**src/rtl/seg7_pkg.sv**
```systemverilog
// Shared constants for the 7-segment scan driver: hex segment patterns,
// the nibble decode function and the per-slot state type.
package seg7_pkg;

  localparam int SEG_W = 7;

  // Segment order {a,b,c,d,e,f,g}, active-high
  localparam logic [SEG_W-1:0] SEG_HEX_0 = 7'b1111110;
  localparam logic [SEG_W-1:0] SEG_HEX_1 = 7'b0110000;
  localparam logic [SEG_W-1:0] SEG_HEX_2 = 7'b1101101;
  localparam logic [SEG_W-1:0] SEG_HEX_3 = 7'b1111001;
  localparam logic [SEG_W-1:0] SEG_HEX_4 = 7'b0110011;
  localparam logic [SEG_W-1:0] SEG_HEX_5 = 7'b1011011;
  localparam logic [SEG_W-1:0] SEG_HEX_6 = 7'b1011111;
  localparam logic [SEG_W-1:0] SEG_HEX_7 = 7'b1110000;
  localparam logic [SEG_W-1:0] SEG_HEX_8 = 7'b1111111;
  localparam logic [SEG_W-1:0] SEG_HEX_9 = 7'b1111011;
  localparam logic [SEG_W-1:0] SEG_HEX_A = 7'b1110111;
  localparam logic [SEG_W-1:0] SEG_HEX_B = 7'b0011111;
  localparam logic [SEG_W-1:0] SEG_HEX_C = 7'b1001110;
  localparam logic [SEG_W-1:0] SEG_HEX_D = 7'b0111101;
  localparam logic [SEG_W-1:0] SEG_HEX_E = 7'b1001111;
  localparam logic [SEG_W-1:0] SEG_HEX_F = 7'b1000111;

  typedef enum logic {
    ST_GUARD = 1'b0,
    ST_DRIVE = 1'b1
  } slot_state_t;

  function automatic logic [SEG_W-1:0] seg7_hex(input logic [3:0] nibble);
    logic [SEG_W-1:0] s;
    case (nibble)
      4'h0:    s = SEG_HEX_0;
      4'h1:    s = SEG_HEX_1;
      4'h2:    s = SEG_HEX_2;
      4'h3:    s = SEG_HEX_3;
      4'h4:    s = SEG_HEX_4;
      4'h5:    s = SEG_HEX_5;
      4'h6:    s = SEG_HEX_6;
      4'h7:    s = SEG_HEX_7;
      4'h8:    s = SEG_HEX_8;
      4'h9:    s = SEG_HEX_9;
      4'hA:    s = SEG_HEX_A;
      4'hB:    s = SEG_HEX_B;
      4'hC:    s = SEG_HEX_C;
      4'hD:    s = SEG_HEX_D;
      4'hE:    s = SEG_HEX_E;
      default: s = SEG_HEX_F;
    endcase
    return s;
  endfunction

endpackage

```
**src/rtl/hex_seg7_dec.sv**
```systemverilog
// Combinational nibble to 7-segment decoder (full hex, active-high segments).
module hex_seg7_dec
  import seg7_pkg::*;
(
  input  logic [3:0]       nibble,
  output logic [SEG_W-1:0] seg
);

  always_comb begin
    seg = seg7_hex(nibble);
  end

endmodule

```
**src/rtl/seg7_scan_driver.sv**
```systemverilog
// Time-multiplexed NUM_DIGITS 7-segment scan driver with dwell prescaler and
// anti-ghosting guard. Optional leading-zero suppression: SEG7_LEADING_ZERO_BLANK_EN.
//
//   state    | meaning
//   ST_GUARD | cnt < GUARD: all digits dark while the previous digit discharges
//   ST_DRIVE | cnt >= GUARD: digit idx driven from the shadow registers
module seg7_scan_driver
  import seg7_pkg::*;
#(
  parameter int NUM_DIGITS = 4,
  parameter int CLK_DIV    = 50000,
  parameter int GUARD      = 2
) (
  input  logic                    clk,
  input  logic                    rst,
  input  logic                    en,
  input  logic                    load,
  input  logic [4*NUM_DIGITS-1:0] value,
  input  logic [NUM_DIGITS-1:0]   dp_in,
  input  logic [NUM_DIGITS-1:0]   blank_in,
  output logic [SEG_W-1:0]        seg,
  output logic                    dp,
  output logic [NUM_DIGITS-1:0]   an,
  output logic                    slot_tick
);

  localparam int IDX_W = (NUM_DIGITS > 1) ? $clog2(NUM_DIGITS) : 1;
  localparam int CNT_W = $clog2(CLK_DIV);

  localparam logic [CNT_W-1:0] CNT_LAST  = CNT_W'(CLK_DIV - 1);
  localparam logic [CNT_W-1:0] CNT_GUARD = CNT_W'(GUARD);
  localparam logic [IDX_W-1:0] IDX_LAST  = IDX_W'(NUM_DIGITS - 1);

  logic [4*NUM_DIGITS-1:0] shadow_value;
  logic [NUM_DIGITS-1:0]   shadow_dp;
  logic [NUM_DIGITS-1:0]   shadow_blank;

  logic [CNT_W-1:0] cnt;
  logic [IDX_W-1:0] idx;

  slot_state_t             state;
  logic                    slot_last;
  logic [3:0]              sel_nibble;
  logic                    sel_dp;
  logic                    sel_blank;
  logic                    sel_suppress;
  logic [NUM_DIGITS-1:0]   an_onehot;
  logic [SEG_W-1:0]        dec_seg;

  always_comb begin
    state     = (cnt < CNT_GUARD) ? ST_GUARD : ST_DRIVE;
    slot_last = (cnt == CNT_LAST);
  end

  always_comb begin
    sel_nibble = 4'h0;
    sel_dp     = 1'b0;
    sel_blank  = 1'b0;
    an_onehot  = '0;
    for (int k = 0; k < NUM_DIGITS; k++) begin
      if (idx == IDX_W'(k)) begin
        sel_nibble   = shadow_value[4*k +: 4];
        sel_dp       = shadow_dp[k];
        sel_blank    = shadow_blank[k];
        an_onehot[k] = 1'b1;
      end
    end
  end

`ifdef SEG7_LEADING_ZERO_BLANK_EN
  logic zero_run;

  // Walk from the top digit down; a digit is suppressed only while every
  // nibble from the top down to it is zero. Digit 0 always shows.
  always_comb begin
    zero_run     = 1'b1;
    sel_suppress = 1'b0;
    for (int k = NUM_DIGITS - 1; k >= 0; k--) begin
      zero_run = zero_run & (shadow_value[4*k +: 4] == 4'h0);
      if ((idx == IDX_W'(k)) && (k > 0)) begin
        sel_suppress = zero_run;
      end
    end
  end
`else
  always_comb begin
    sel_suppress = 1'b0;
  end
`endif

  hex_seg7_dec u_dec (
    .nibble (sel_nibble),
    .seg    (dec_seg)
  );

  always_ff @(posedge clk) begin
    if (rst) begin
      shadow_value <= '0;
      shadow_dp    <= '0;
      shadow_blank <= '0;
      cnt          <= '0;
      idx          <= '0;
      seg          <= '0;
      dp           <= 1'b0;
      an           <= '0;
      slot_tick    <= 1'b0;
    end else begin
      if (load) begin
        shadow_value <= value;
        shadow_dp    <= dp_in;
        shadow_blank <= blank_in;
      end

      if (en) begin
        slot_tick <= slot_last;
        if (slot_last) begin
          cnt <= '0;
          idx <= (idx == IDX_LAST) ? '0 : idx + IDX_W'(1);
        end else begin
          cnt <= cnt + CNT_W'(1);
        end

        if (state == ST_GUARD) begin
          an  <= '0;
          seg <= '0;
          dp  <= 1'b0;
        end else begin
          an  <= an_onehot;
          seg <= (sel_blank || sel_suppress) ? '0 : dec_seg;
          dp  <= sel_blank ? 1'b0 : sel_dp;
        end
      end else begin
        // Scan position is frozen so re-enable resumes mid-slot
        an        <= '0;
        seg       <= '0;
        dp        <= 1'b0;
        slot_tick <= 1'b0;
      end
    end
  end

endmodule

```
**config.mk**
```make
export PLATFORM = sky130hd
export DESIGN_NAME = seg7_scan_driver
export DESIGN_NICKNAME = d
export VERILOG_FILES = /design/src/rtl/seg7_pkg.sv /design/src/rtl/hex_seg7_dec.sv /design/src/rtl/seg7_scan_driver.sv
export SDC_FILE = /design/constraint.sdc
export NUM_CORES = 1
export LEC_CHECK = 0
export ABC_AREA = 1
export ABC_CLOCK_PERIOD_IN_PS = 2700
export CAP_MARGIN = 20
export CORE_MARGIN = 3
export CORE_UTILIZATION = 30
export DETAILED_ROUTE_END_ITERATION = 10
export HOLD_SLACK_MARGIN = 0.02
export MAX_ROUTING_LAYER = met4
export PLACE_DENSITY = 0.56
export SLEW_MARGIN = 10
export SYNTH_ARGS = -nofsm -noshare
export SYNTH_HDL_FRONTEND = slang
export SYNTH_SLANG_ARGS = --single-unit
```
**constraint.sdc**
```tcl
create_clock -name clk -period 2.7 [get_ports clk]
set_clock_uncertainty 0.1 [all_clocks]
set_input_delay 0.405 -clock clk [delete_from_list [all_inputs] [get_ports clk]]
set_output_delay 0.405 -clock clk [all_outputs]
set_load 0.1 [all_outputs]
```
==> impl_metrics.yaml <==
outcome:
  status: "complete, no violations"
sta:
  timing.final.crit_share_pct: 78.4
  fin_tns_setup_ns: 0
  relSlewSlack_pct: 58.0
  min_period_ns: 2.12
  fin_ws_ns: 0.583
  max_freq_mhz: 472
  setup_viol: 0
  grt_setup_unrepaired: "false"
  tightest_slew_ns: 0.630
  hold_viol: 0
  slew_viol_final: 0
clocking:
  clkLatencyLatePin_ns: 0.31
  cts_resized: 0
  holdBufCountCts: 0
  cts_sinks: 55
  cts_tree: "yes"
  clock_path_buffers: 2
  cts_root_buffer: "clkbuf_8"
  numCtsBuffers: 5
  htreeDepth: 2
  clk_transition_reported_paths_ns: 0.10
  postCtsSetupRepairBufs: 0
placed_design:
  pre_cts_slack_ns: 0.588
  port_buffers: 40
  dp.cells: 503
  dp_hpwl_um: 4520
  gp_congestion: 0.889
power_and_ir_drop:
  ir_worst_vdd_mv: 0.229
  p_per_area_nw_per_um2: 522
  leakage_nw: 1.40
final_layout:
  n_antenna_cell: 0
  area_growth_pct: 22.2
  utilization_pct: 38.9
  layout_common_cells: "79 x nor2_1, 55 x dfxtp_1, 54 x nand2_1"
  stdcell_count: 511
  nNetsFinal: 445
  drive_gt1_share_pct: 15.0
  layout_commonest_cell: "nor2_1"
worst_setup_path:
  cpMaxStageDelayCell: "dfxtp_1"
  crit_path_end_kind: "register"
  critPathRequiredTime_ns: 2.85
  path_cells: "inv_1 > ha_1 > inv_2 > nand3_1 > nand2_1 > nand2_1 > nand2_1 > inv_1 > ha_1 > nand3_1 > nand3_1 > a21oi_1"
  path_buf_inv: 3
  worstSetupPathType: "register to register"
  cp_slowest_stage_delay_ns: 0.37
  cp_max_fo: 8
  crit_family: "simple AND/OR/NAND/NOR gates"
  startpoint_type: "register"
  critPathArrivalTime_ns: 2.27
route:
  drtPass1Iterations: 4
  route.detailed.drc: 0
  drt_iter0_markers: 46
  totalWireLength_um: 6060
  vias_per_cell: 4.53
  vias: 2315
  wl_per_cell_um: 11.9
  postRouteAntennaNets: 0
global_routing:
  grt_pass1_vias: 2249
  grt_use_total_pct: 12.9
  grt_pass1_wl_um: 10400
  grt_max_degree: 25
  grt_overflow: 0
  antenna_found_initial: 0
floorplan:
  initial_core_util_pct: 31.8
  coreArea_um2: 8460
  die_h_um: 101
  io_pins: 41
  fp-row-count: 33
  die_x_um: 101
  die_area_um2: 10200
logic_synthesis:
  syn_area_per_cell_um2: 7.38
  ys.flop_type: "dfxtp_1"
  synth_nets: 405
  synth_area_leaders: "dfxtp_1 41%, nor2_1 11%, nand2_1 7.5%, o21ai_0 5.8%, ha_1 5.6%"
  synth_edf_count: 0
  synth-seq-area-share_pct: 40.9
  syn_inst: 365
  async_flop_share_pct: 0
  yosys.area.top_type_share_pct: 40.9
  yosysWarnings: 0
  synth_area_leader_cell: "dfxtp_1"
  yosysUniqueCellTypes: 34
  ys_ff_latch: 55
  synth_area_um2: 2690
job:
  cap_viol_max_count: 0
min_path:
  min_path_type: "register to register"
[metrics by stage]
stage	total power [mW]	cell area, um^2	hold WS, ns
after floorplan	1.01	2690	0.328
after global placement	1.08	3160	0.348
after detailed placement	1.08	3160	0.352
after CTS	1.73	3290	0.367
after global routing	1.79	3290	0.393
final	1.72	3290	0.364
[final timing paths]
check / slack (ns) / cells after the start / from / end
worst max-delay path: 0.58 / 12 / idx[1] / seg[6]
worst min-delay path: 0.36 / 2 / shadow_dp[1] / shadow_dp[1]
worst max register to register: 0.58 / 12 / idx[1] / seg[6]
worst min register to register: 0.36 / 2 / shadow_dp[1] / shadow_dp[1]
[synthesized netlist by cell type, types with 2 or more instances]
library cell and number:
nand2_1 54, nand3_1 24, nor2_2 3, clkbuf_1 4, dfxtp_1 55, inv_1 26, nor2_1 79, nand2_2 9
buf_2 3, nor2_4 4, a31oi_1 2, nor3_2 2, a21oi_1 20, ha_1 12, o21ai_0 31, buf_6 2
nand3_2 4, nor3_1 7, inv_2 5, o21ai_1 4, a21oi_2 2
[tightest hold or removal path: stages (launching register included)]
cell	delay, ns
dfxtp_1	0.31
inv_1	0.06
a21oi_1	0.06
[registers in the layout, indices dropped and copies added (netlist names)]
signal	cells
seg	7
dp	1
slot_tick	1
cnt	16
shadow_value	16
shadow_dp	4
idx	2
shadow_blank	4
an	4
[per-layer routing]
metal	up-vias	global-route usage, %	share of wire, %
met5	-	-	0
met4	0	3.11	0.82
met3	6	2.77	4.7
met2	36	20.4	46
met1	1021	16.8	49
li1	1252	-	-
[area by class of cell]
type / count / area [um^2]
clock buffer: 5 / 68.8
clock inverter: 3 / 67.6
fill: 870 / 5170
inverter: 32 / 123
multi-input combinational: 268 / 1410
sequential: 55 / 1100
tap: 105 / 131
timing repair buffer: 43 / 390
[logic make-up after synthesis]
logic type | synth area share (%)
flops | 40.9
xor+xnor | 0.325
fa+ha+maj | 5.57
simple gates | 34.2
buf+inv | 6.78
compound gates | 12.3
[where the power goes]
| group | internal (mW) | switching [mW] | total (mW) | leakage (nW) |
|---|---|---|---|---|
| Combinational | 0.0844 | 0.124 | 0.208 | 0.890 |
| Clock | 0.370 | 0.283 | 0.653 | 0.0644 |
| Sequential | 0.842 | 0.0150 | 0.857 | 0.450 |
| Total | 1.30 | 0.421 | 1.72 | 1.40 |
Power figures use the tool's default switching activity.
